==> src/rtl/cache_axi_rd_arbiter_if.sv <==
// AXI read-channel bundle (AR + R) between the refill arbiter and the AXI bridge.
// master = arbiter side, slave = bridge side.
interface cache_axi_rd_arbiter_if #(
  parameter int ID_W = 4
);
  logic            arvalid;
  logic [31:0]     araddr;
  logic [ID_W-1:0] arid;
  logic [7:0]      arlen;
  logic [2:0]      arsize;
  logic [1:0]      arburst;
  logic            arready;
  logic            rvalid;
  logic [31:0]     rdata;
  logic            rlast;
  logic [ID_W-1:0] rid;
  logic            rready;

  modport master (
    output arvalid, araddr, arid, arlen, arsize, arburst, rready,
    input  arready, rvalid, rdata, rlast, rid
  );

  modport slave (
    input  arvalid, araddr, arid, arlen, arsize, arburst, rready,
    output arready, rvalid, rdata, rlast, rid
  );
endinterface

==> src/rtl/cache_axi_rd_arbiter.sv <==
// Round-robin icache/dcache line-refill arbiter onto one AXI read port; request->arvalid 1 cycle.
// No buffering: granted cache's data_ready drives rready combinationally, R beats go to the grantee only.
module cache_axi_rd_arbiter #(
  parameter int LINE_BEATS = 16,
  parameter int ID_W       = 4
) (
  input  logic                   clk,
  input  logic                   rst,
  input  logic                   ic_r_req,
  input  logic [31:0]            ic_r_addr,
  input  logic                   ic_r_data_ready,
  output logic                   ic_r_rdy,
  output logic                   ic_ret_valid,
  output logic                   ic_ret_last,
  input  logic                   dc_r_req,
  input  logic [31:0]            dc_r_addr,
  input  logic                   dc_r_data_ready,
  output logic                   dc_r_rdy,
  output logic                   dc_ret_valid,
  output logic                   dc_ret_last,
  output logic [31:0]            ret_data,
  cache_axi_rd_arbiter_if.master axi,
  output logic                   busy,
  output logic                   proto_err
);
  localparam int CNT_W = (LINE_BEATS > 1) ? $clog2(LINE_BEATS) : 1;
  localparam logic [CNT_W-1:0] LAST_BEAT = CNT_W'(LINE_BEATS - 1);

  typedef enum logic [1:0] {IDLE, ADDR, DATA} state_t;

  state_t           state, state_nxt;
  logic             grant;       // 0 = icache, 1 = dcache
  logic             last_grant;
  logic [31:0]      addr_q;
  logic [CNT_W-1:0] beat_cnt;
  logic [ID_W-1:0]  grant_id;
  logic             any_req, pick_dc;
  logic             ar_hs, r_hs, rready_i, beat_err;

  assign any_req  = ic_r_req | dc_r_req;
  // On a tie the requester not served last wins.
  assign pick_dc  = dc_r_req & (~ic_r_req | ~last_grant);
  assign grant_id = grant ? ID_W'(1) : ID_W'(0);
  assign beat_err = (axi.rid != grant_id) | (axi.rlast != (beat_cnt == LAST_BEAT));

  always_ff @(posedge clk or posedge rst) begin
    if (rst) state <= IDLE;
    else     state <= state_nxt;
  end

  always_comb begin
    state_nxt    = state;
    ar_hs        = 1'b0;
    r_hs         = 1'b0;
    rready_i     = 1'b0;
    axi.arvalid  = 1'b0;
    ic_r_rdy     = 1'b0;
    dc_r_rdy     = 1'b0;
    ic_ret_valid = 1'b0;
    ic_ret_last  = 1'b0;
    dc_ret_valid = 1'b0;
    dc_ret_last  = 1'b0;
    case (state)
      IDLE: if (any_req) state_nxt = ADDR;
      ADDR: begin
        axi.arvalid = 1'b1;
        if (axi.arready) begin
          ar_hs     = 1'b1;
          ic_r_rdy  = ~grant;
          dc_r_rdy  = grant;
          state_nxt = DATA;
        end
      end
      DATA: begin
        rready_i = grant ? dc_r_data_ready : ic_r_data_ready;
        if (axi.rvalid && rready_i) begin
          r_hs         = 1'b1;
          ic_ret_valid = ~grant;
          dc_ret_valid = grant;
          ic_ret_last  = ~grant & axi.rlast;
          dc_ret_last  = grant & axi.rlast;
          if (axi.rlast) state_nxt = IDLE;
        end
      end
      default: state_nxt = IDLE;
    endcase
  end

  always_ff @(posedge clk or posedge rst) begin
    if (rst) begin
      grant      <= 1'b0;
      last_grant <= 1'b0;
      addr_q     <= '0;
      beat_cnt   <= '0;
      proto_err  <= 1'b0;
    end else begin
      if (state == IDLE && any_req) begin
        grant    <= pick_dc;
        addr_q   <= pick_dc ? dc_r_addr : ic_r_addr;
        beat_cnt <= '0;
      end
      if (ar_hs) last_grant <= grant;
      if (r_hs) begin
        beat_cnt <= beat_cnt + CNT_W'(1);
        if (beat_err) proto_err <= 1'b1;
      end
    end
  end

  assign axi.rready  = rready_i;
  assign axi.araddr  = addr_q;
  assign axi.arid    = grant_id;
  assign axi.arlen   = 8'(LINE_BEATS - 1);
  assign axi.arsize  = 3'b010;
  assign axi.arburst = 2'b01;
  assign ret_data    = axi.rdata;
  assign busy        = (state != IDLE);
endmodule
==> src/flat_wrapper.sv <==
// flat-port wrapper written by rule: the top's interface ports become plain ports
module cache_axi_rd_arbiter_flat 
#(
  parameter int LINE_BEATS = 16,
  parameter int ID_W       = 4
)
  (clk, rst, ic_r_req, ic_r_addr, ic_r_data_ready, ic_r_rdy, ic_ret_valid, ic_ret_last, dc_r_req, dc_r_addr, dc_r_data_ready, dc_r_rdy, dc_ret_valid, dc_ret_last, ret_data, busy, proto_err, axi_arvalid, axi_araddr, axi_arid, axi_arlen, axi_arsize, axi_arburst, axi_rready, axi_arready, axi_rvalid, axi_rdata, axi_rlast, axi_rid);
  cache_axi_rd_arbiter_if #(.ID_W(ID_W)) axi_i ();
  input  logic clk;
  input  logic rst;
  input  logic ic_r_req;
  input  logic [31:0] ic_r_addr;
  input  logic ic_r_data_ready;
  output logic ic_r_rdy;
  output logic ic_ret_valid;
  output logic ic_ret_last;
  input  logic dc_r_req;
  input  logic [31:0] dc_r_addr;
  input  logic dc_r_data_ready;
  output logic dc_r_rdy;
  output logic dc_ret_valid;
  output logic dc_ret_last;
  output logic [31:0] ret_data;
  output logic busy;
  output logic proto_err;
  output wire logic [$bits(axi_i.arvalid)-1:0] axi_arvalid;
  output wire logic [$bits(axi_i.araddr)-1:0] axi_araddr;
  output wire logic [$bits(axi_i.arid)-1:0] axi_arid;
  output wire logic [$bits(axi_i.arlen)-1:0] axi_arlen;
  output wire logic [$bits(axi_i.arsize)-1:0] axi_arsize;
  output wire logic [$bits(axi_i.arburst)-1:0] axi_arburst;
  output wire logic [$bits(axi_i.rready)-1:0] axi_rready;
  input wire logic [$bits(axi_i.arready)-1:0] axi_arready;
  input wire logic [$bits(axi_i.rvalid)-1:0] axi_rvalid;
  input wire logic [$bits(axi_i.rdata)-1:0] axi_rdata;
  input wire logic [$bits(axi_i.rlast)-1:0] axi_rlast;
  input wire logic [$bits(axi_i.rid)-1:0] axi_rid;
  assign axi_arvalid = axi_i.arvalid;
  assign axi_araddr = axi_i.araddr;
  assign axi_arid = axi_i.arid;
  assign axi_arlen = axi_i.arlen;
  assign axi_arsize = axi_i.arsize;
  assign axi_arburst = axi_i.arburst;
  assign axi_rready = axi_i.rready;
  assign axi_i.arready = axi_arready;
  assign axi_i.rvalid = axi_rvalid;
  assign axi_i.rdata = axi_rdata;
  assign axi_i.rlast = axi_rlast;
  assign axi_i.rid = axi_rid;
  cache_axi_rd_arbiter #(.LINE_BEATS(LINE_BEATS), .ID_W(ID_W)) u_core (.clk(clk), .rst(rst), .ic_r_req(ic_r_req), .ic_r_addr(ic_r_addr), .ic_r_data_ready(ic_r_data_ready), .ic_r_rdy(ic_r_rdy), .ic_ret_valid(ic_ret_valid), .ic_ret_last(ic_ret_last), .dc_r_req(dc_r_req), .dc_r_addr(dc_r_addr), .dc_r_data_ready(dc_r_data_ready), .dc_r_rdy(dc_r_rdy), .dc_ret_valid(dc_ret_valid), .dc_ret_last(dc_ret_last), .ret_data(ret_data), .axi(axi_i), .busy(busy), .proto_err(proto_err));
endmodule
==> config.mk <==
export PLATFORM = sky130hd
export DESIGN_NAME = cache_axi_rd_arbiter_flat
export DESIGN_NICKNAME = d
export VERILOG_FILES = /design/src/rtl/cache_axi_rd_arbiter_if.sv /design/src/rtl/cache_axi_rd_arbiter.sv /design/src/flat_wrapper.sv
export SDC_FILE = /design/constraint.sdc
export NUM_CORES = 1
export LEC_CHECK = 0
export ABC_CLOCK_PERIOD_IN_PS = 4000
export BUFFER_PORTS_ARGS = -buffer_cell sky130_fd_sc_hd__buf_2
export CELL_PAD_IN_SITES_DETAIL_PLACEMENT = 1
export CELL_PAD_IN_SITES_GLOBAL_PLACEMENT = 1
export CORE_MARGIN = 3
export CORE_UTILIZATION = 29
export DETAILED_ROUTE_END_ITERATION = 12
export PLACE_DENSITY = 0.89
export SYNTH_ARGS = -nofsm -noshare
export SYNTH_HDL_FRONTEND = slang
export SYNTH_SLANG_ARGS = --single-unit
==> constraint.sdc <==
create_clock -name clk -period 4 [get_ports clk]
set_input_delay 0.8 -clock clk [delete_from_list [all_inputs] [get_ports clk]]
set_output_delay 0.8 -clock clk [all_outputs]
set_load 0.02 [all_outputs]
==> results.md, run 1 <==
- Outcome: completed
- Cell Chain, Critical Path: mux2i_2 > or2_1 > nor3b_2 > buf_2
- Slowest Stage Delay on Critical Path: approximately 0.57 ns
- CP Capture Type: output pin
- CP delay by family, top: flip-flops
- Cells after synthesis: 248
- Clock tree buffer depth: 2
- CP max stage cell: dfrtp_1
- Global Route Usage Sum: 0.135
- Top Ports: 200
- Row cnt: 32
- ANT cells: 0
- RSZ-0062 raised after global routing: false
- DP HPWL: about 5000 µm
- Largest net degree at the start of global routing: 42
- Die height: 97.4 µm
- R2R setup slack: ~2.0 ns
- Post-synth ARST share: 1.00
- Tmin final: 2.64 ns
- Crit Path Max Fanout: 10
- Post-CTS sizing: 0
- TritonCTS clock tree: yes
- Clock sink total: a little over 40
- CP Buf/Inv Count: 1
- Antenna violations before repair: 0
- Fmax: around 380 MHz
- CTS Buf Count: 5
- Cell count along the critical path: 4
- Area of the mapped netlist: roughly 2400 µm²
- DR vias: approximately 2k
- Multi-input logic area: around 990 µm²
- RD Place Congestion: 0.748
- PD cells: between 600 and 700 nW/µm²
- FF-to-FF Start: u_core.last_grant
- Drt pass-1 iters: 4
- Top post-synthesis cells by area: dfrtp_1 (42%), buf_4 (15%), mux2i_1 (14%), o21ai_0 (12%), o21ai_1 (2.7%)
- H-tree lvl count: 2
- First-pass GRT wire length: 10500 µm
- CP Data Arrival Time: ~1.8 ns
- Dominant synthesized flop cell: dfrtp_1
- Die extent in x: 97.4 µm
- Clk_skew: approximately 0.0064 ns
- Worst-Skew Late Latency: 0.29 ns
- Synthesized flop and latch total: 41
- Number of synthesized flops with an enable pin: 0
- Worst Path Required: 3.20 ns
- Worst-Margin Slew: 0.882 ns
- # hold bufs at CTS: 0
- Post-synth top cells: o21ai_0 (56), buf_4 (50), dfrtp_1 (41)
- DRC errors left: 0
- Starting Density: 0.306
- Max VDD drop: 0.234 mV
- Routed len/inst: between 15 and 20 µm
- Worst Slack Setup Final: between 1 and 1.5 ns
- CP startpoint kind: flop
- Sum Neg Setup Slack: 0 ns
- First DRT Iteration DRCs: 35
- Number of global-route vias before repair: 2095
- Reg area: slightly above 1000 µm²
- Post-CTS Setup Bufs: 0
- Synth top area share: 0.423
- Die ar.: about 9500 µm²
- Max Cap Viol: 0
- Clk Tree Root Cell: clkbuf_8
- Core region area: slightly below 8000 µm²
- Slew Limit Fails: 0
- Worst hold slack: 0.498 ns
- Seq/Total Area, Yosys: 0.423
- Yosys top cell by area: dfrtp_1
- Routed Antenna Nets: 0
- Port buffer count: 119
- Slew headroom: 0.411
- Hold crit path type: flop to flop
- Library cells used by synthesis: 34
- WHS Path Cells: 2
- Leakage: between 0.001 and 0.0015 µW
- Setup violators final: 0
- Worst Hold Launch: u_core.axi.araddr[9]
- Reg clk slew, reported paths: ~0.08 ns
- Count of final hold-check violations: 0
- Synth warnings: 0
- Share of layout cells above drive strength 1: 0.425
- Layout Nets: approximately 440
- Pre-CTS setup slack: 1.43 ns
- Layout Cells excl Fill: between 400 and 500
- Most frequent cell after synthesis: o21ai_0
- Routed WL: roughly 6600 µm
- Syn-to-layout area delta: 18.5%
- Crit Path Class: flop to output pin
- Tcrit/Tclk final: 0.660
- R2r worst-path depth: 4
- Placed insts: 422
- Critical path origin: u_core.grant
- Post-Syn Area per Cell: just under 10 µm²
- Worst Setup EP: ic_ret_last
- Via density: approximately 4.8
- Worst r2r dst: u_core.axi.araddr[18]
- Fillers: between 900 and 1k
- Grt ovf: 0
-- cells in the final DEF, fill, tap and decap left out, drive strengths merged --
master and instances:
buf 122, o21ai 69, dfrtp 41, mux2i 34
conb 16, clkbuf 7, inv 6, nor2 5
o22ai 2, o221ai 2, and3 2, nand2 2
nand3 2, xnor2 2, nor3b 2, nor2b 1
nand3b 1, or2 1, nand2b 1, or4b 1
a21boi 1, a22o 1, and2 1, or4 1
xor2 1, o32a 1, a21o 1, ha 1
-- how the worst min path moves through the flow --
stage                      endpoint
3_3_place_gp   u_core.axi.araddr[9]
6_report       u_core.axi.araddr[9]
4_1_cts        u_core.axi.araddr[9]
5_1_grt        u_core.axi.araddr[1]
3_5_place_dp   u_core.axi.araddr[9]
2_1_floorplan     u_core.last_grant
-- metal layers --
layer	GRT usage	share of wire	wire length, µm	up-vias
met5	0	0	0	-
li1	-	-	-	952
met1	0.146	0.38	2490	991
met3	0.0431	0.082	545	12
met4	0.0341	0.0090	60	0
met2	0.253	0.53	3550	90
-- tightest hold or removal path, stage by stage (launching register included) --
cell     delay [ns]
dfrtp_1        0.35
o21ai_1        0.06
o21ai_0        0.06
-- stage by stage --
step	cell area [µm²]	util	power, µW
CTS	2870	0.363	1980
floorplan	2480	-	1400
detailed placement	2790	0.352	1700
global placement	2790	0.352	1660
finish	2870	0.363	1950
global route	2870	0.363	2110
-- where the power goes --
| part | switching, µW | internal (µW) | leakage [µW] | total (µW) |
|---|---|---|---|---|
| combinational | 636 | 324 | 0.000921 | 960 |
| clock | 138 | 137 | 0.0000443 | 276 |
| sequential | 108 | 603 | 0.000511 | 711 |
-- area by class of cell --
type,count,share of cell area
clock buffers,7,0.0300
inverters,6,0.00784
multi-input cells,151,0.346
flip-flops and latches,41,0.357
well taps,102,0.0444
repair buffers,122,0.215
-- state kept, by name (all words and copies together), names as in the netlist --
name               count
u_core.proto_err       1
u_core.beat_cnt        4
u_core.state           2
u_core.last_grant      1
u_core.axi.araddr     32
u_core.grant           1
-- cell families after synthesis --
group,share of synthesized area
AOI/OAI and AO/OA,0.169
other,0.00310
buffers and inverters,0.196
DFF,0.423
and+or+nand+nor,0.0506
adders and majority gates,0.00516
xor gates and xnor gates,0.0108
muxes,0.142
Power figures use the tool's default switching activity.
==> run 2: changes to the inputs <==
ABC_CLOCK_PERIOD_IN_PS = 2570   (was 4000)
CORE_UTILIZATION = 27   (was 29)
PLACE_DENSITY = 0.84   (was 0.89)
clock period = 2.57 ns   (was 4 ns; I/O delays follow)
==> run 2 against run 1 <==
Clock power up 98%; flip-flop and latch count unchanged; worst setup slack worse by 1.1 ns; sequential power up 55%; combinational power up 57%; utilization down 1.6 points; largest power group unchanged; highest routed layer unchanged.
==> results.md, run 2 (synthesized netlist as in run 1, its figures left out) <==
- Outcome: completed
- H-tree lvl count: 2
- Most frequent cells in the layout: buf_2 (119), o21ai_0 (56), dfrtp_1 (41)
- Crit Path Class: flop to output pin
- Tcrit/Tclk final: 0.896
- Fillers: a little over 1k
- Fmax: ~430 MHz
- Worst-Margin Slew: 0.877 ns
- Clk Tree Root Cell: clkbuf_8
- Multi-input logic area: between 900 and 1000 µm²
- Clock tree buffer depth: 2
- First-pass GRT wire length: 10200 µm
- Clock sink total: between 40 and 50
- Routed WL: between 6000 and 7000 µm
- Grt ovf: 0
- Die extent in x: 101 µm
- Routed len/inst: 15.1 µm
- Sum Neg Setup Slack: 0 ns
- CP Data Arrival Time: about 1.8 ns
- CP Capture Type: output pin
- Worst Path Required: ~2.1 ns
- Post-CTS Setup Bufs: 0
- Max Cap Viol: 0
- Syn-to-layout area delta: 20.8%
- Port buffer count: around 120
- RD Place Congestion: roughly 0.75
- First DRT Iteration DRCs: 33
- TritonCTS clock tree: yes
- Die ar.: between 10000 and 15000 µm²
- Drt pass-1 iters: 4
- Worst-Skew Late Latency: 0.29 ns
- CP delay by family, top: flip-flops
- R2r worst-path depth: 4
- Number of global-route vias before repair: approximately 2.2k
- # hold bufs at CTS: 0
- Slew headroom: 0.415
- PD cells: between 1000 and 1500 nW/µm²
- Cell count along the critical path: 4
- Slew Limit Fails: 0
- Antenna violations before repair: 0
- CP Buf/Inv Count: 1
- FF-to-FF Start: u_core.state[0]
- Die height: approximately 100 µm
- Critical path origin: u_core.grant
- Largest net degree at the start of global routing: 42
- RSZ-0062 raised after global routing: false
- Most common cell after layout, fill and taps aside: buf_2
- ANT cells: 0
- CP startpoint kind: flop
- Hold crit path type: primary input to async pin
- Row cnt: 33
- Max VDD drop: ~0.35 mV
- DR vias: between 2k and 2.5k
- Setup violators final: 0
- Core region area: 8460 µm²
- Routed Antenna Nets: 0
- R2R setup slack: around 0.94 ns
- DRC errors left: 0
- Slowest Stage Delay on Critical Path: ~0.55 ns
- Top Ports: 200
- Leakage: between 0.0015 and 0.002 µW
- Count of final hold-check violations: 0
- Reg clk slew, reported paths: approximately 0.08 ns
- Layout Utilization: 0.346
- CTS Buf Count: 5
- Starting Density: 0.286
- Via density: ~4.7
- Tmin final: roughly 2.3 ns
- CP max stage cell: dfrtp_1
- Share of layout cells above drive strength 1: 0.432
- Cell Chain, Critical Path: mux2i_2 > or2_1 > nor3b_2 > buf_2
- Crit Path Max Fanout: 10
- Reg area: 1030 µm²
- Largest register FFs: 32
- Clk_skew: about 0.0083 ns
- Post-CTS sizing: 0
- Layout Nets: 440
- Global Route Usage Sum: 0.126
- DP HPWL: about 5000 µm
run 2: layer usage:
metal / part of all wire / track usage / vias up
li1: - / - / 956
met1: 0.38 / 0.138 / 988
met2: 0.52 / 0.238 / 96
met3: 0.085 / 0.0339 / 12
met4: 0.011 / 0.0332 / 0
met5: 0 / 0 / -
run 2: final timing paths:
check,endpoint
worst max-delay path,ic_ret_last
worst min-delay path,u_core.axi.araddr[9]
worst max register to register,u_core.beat_cnt[2]
worst min register to register,u_core.axi.araddr[9]
max in group asynchronous,u_core.proto_err
min in group clk,u_core.state[0]
run 2: metrics by stage:
step           cell area (µm²)  hold WS (ns)  setup slack [ns]  std cells  total power [µW]
2_1_floorplan             2480         0.450             0.661        262              2190
3_3_place_gp              2810         0.469             0.638        428              2590
4_1_cts                   2930         0.429             0.243        436              3220
3_5_place_dp              2810         0.491             0.573        428              2660
5_1_grt                   2930         0.463            0.0640        436              3400
6_report                  2930         0.397             0.268        436              3160
run 2: report_power, final:
part	leakage, µW	total, µW	internal, µW	switching [µW]
sequential	0.000511	1100	938	166
clock	0.0000585	546	317	229
combinational	0.000935	1510	517	990
run 2: area by class of cell:
type | count | share of cell area
timing repair buffer | 125 | 0.219
multi-input combinational | 151 | 0.339
clock inverter | 1 | 0.0102
inverter | 6 | 0.00769
clock buffer | 7 | 0.0295
tap | 105 | 0.0448
sequential | 41 | 0.350
==> run 3: changes to the inputs <==
CORE_ASPECT_RATIO = 0.75   (was not set)
==> run 3 against run 2 <==
Design area increased by 2.0%; sequential share of layout area decreased by 0.70 points; global-route usage increased by 0.58 points; highest routed layer unchanged; clock power increased by 35%; worst setup slack got worse by 0.0074 ns; non-clock buffer count unchanged; largest power group unchanged; largest cell class unchanged.
==> results.md, run 3 (synthesized netlist as in run 1, its figures left out) <==
- Syn-to-layout area delta: 23.3%
- Die height: 88.1 µm
- Reg clk slew, reported paths: approximately 0.06 ns
- Routed WL: ~6800 µm
- RSZ-0062 raised after global routing: false
- Most frequent cells in the layout: buf_2 (119), o21ai_0 (56), dfrtp_1 (41)
- Worst-Skew Late Latency: 0.28 ns
- Slowest Stage Delay on Critical Path: 0.56 ns
- Fillers: 1049
- GRT met2 Usage: 0.242
- Antenna violations before repair: 0
- Most common cell after layout, fill and taps aside: buf_2
- Fmax: between 400 and 500 MHz
- Crit Path Class: flop to output pin
- DRC errors left: 0
- CP Capture Type: output pin
- Sum Neg Setup Slack: 0 ns
- Routed Antenna Nets: 0
- Clk Tree Root Cell: clkbuf_16
- ANT cells: 0
- Global Route Usage Sum: 0.132
- CP Data Arrival Time: about 1.8 ns
- Core region area: about 8600 µm²
- Grt ovf: 0
- Max VDD drop: 0.359 mV
- Clock sink total: 41
- Reg area: just over 1000 µm²
- Largest register FFs: 32
- Port buffer count: around 120
- PD cells: 1120 nW/µm²
- Number of global-route vias before repair: ~2.3k
- Post-CTS Setup Bufs: 0
- CP startpoint kind: flop
- Multi-input logic area: a little under 1000 µm²
- Worst Setup EP: ic_ret_last
- Clock tree buffer depth: 2
- Cell Chain, Critical Path: mux2i_2 > or2_1 > nor3b_2 > buf_2
- Setup violators final: 0
- Tcrit/Tclk final: 0.898
- Worst r2r dst: u_core.beat_cnt[2]
- Die ar.: roughly 10000 µm²
- Critical path origin: u_core.grant
- Crit Path Max Fanout: 10
- GR peak layer: met2
- DR vias: slightly above 2k
- TritonCTS clock tree: yes
- CTS Buf Count: 5
- Row cnt: 29
- GRT met3 Usage: 0.0407
- Starting Density: 0.282
- Design Power: around 3400 µW
- GR Util met1: 0.152
- Post-CTS sizing: 0
- RD Place Congestion: just over 0.7
- Largest net degree at the start of global routing: 42
- Leakage: around 0.0015 µW
- Tmin final: around 2.3 ns
- Count of final hold-check violations: 0
- Outcome: completed
- Top Ports: 200
- Routed len/inst: 15.5 µm
- Slew headroom: 0.384
- FF-to-FF Start: u_core.state[0]
- Share of layout cells above drive strength 1: 0.432
- H-tree lvl count: 2
- Via density: 4.70
- # hold bufs at CTS: 0
- Worst-Margin Slew: 0.922 ns
- R2R setup slack: around 1 ns
- Layout Nets: 440
- First-pass GRT wire length: around 11000 µm
- Die extent in x: 115 µm
- DP HPWL: around 5200 µm
- Max Cap Viol: 0
- First DRT Iteration DRCs: 56
- CP max stage cell: dfrtp_1
- Slew Limit Fails: 0
- R2r worst-path depth: 4
- Worst Path Required: 2.06 ns
- Drt pass-1 iters: 4
- Clk_skew: around 0.0033 ns
- Hold crit path type: primary input to async pin
[run 3: cell counts in the layout (fill, tap and decap cells not counted)]
Identical to the previous run, type by type.
[run 3: worst min-delay path by stage]
| stage | end | cells after the start |
|---|---|---|
| after floorplan | u_core.last_grant | 1 |
| after global placement | u_core.axi.araddr[16] | 2 |
| after detailed placement | u_core.axi.araddr[9] | 2 |
| after CTS | u_core.state[0] | 2 |
| final | u_core.axi.araddr[0] | 2 |
| after global routing | u_core.state[0] | 2 |
[run 3: routing by layer]
metal	routed length [µm]	vias up
met4	45	0
li1	-	960
met3	573	12
met2	3430	99
met1	2740	993
met5	0	-
[run 3: area by class of cell]
| type | instances | area share |
|---|---|---|
| multi-input cells | 151 | 0.332 |
| flip-flops and latches | 41 | 0.343 |
| clock inverters | 1 | 0.0100 |
| inverters | 6 | 0.00753 |
| clock buffers | 7 | 0.0477 |
| repair buffers | 125 | 0.214 |
| well taps | 108 | 0.0452 |
[run 3: stage by stage]
step | hold WS, ns | cell area [µm²] | utilization | std cells | setup WS (ns)
3_3_place_gp | 0.485 | 2820 | 0.328 | 431 | 0.616
4_1_cts | 0.447 | 2990 | 0.348 | 439 | 0.251
3_5_place_dp | 0.499 | 2820 | 0.328 | 431 | 0.559
6_report | 0.438 | 2990 | 0.348 | 439 | 0.261
5_1_grt | 0.467 | 2990 | 0.348 | 439 | 0.102
2_1_floorplan | 0.450 | 2480 | - | 262 | 0.661
[run 3: where the power goes]
group	switching, µW	internal, µW
Sequential	172	940
Combinational	987	517
Clock	250	486
[run 3: worst max-delay path: cells and delay by family, from the launching register on]
family | cells | cell delay (ns)
and+or+nand+nor | 2 | 0.36
DFF | 1 | 0.56
buffers and inverters | 1 | 0.17
muxes | 1 | 0.43
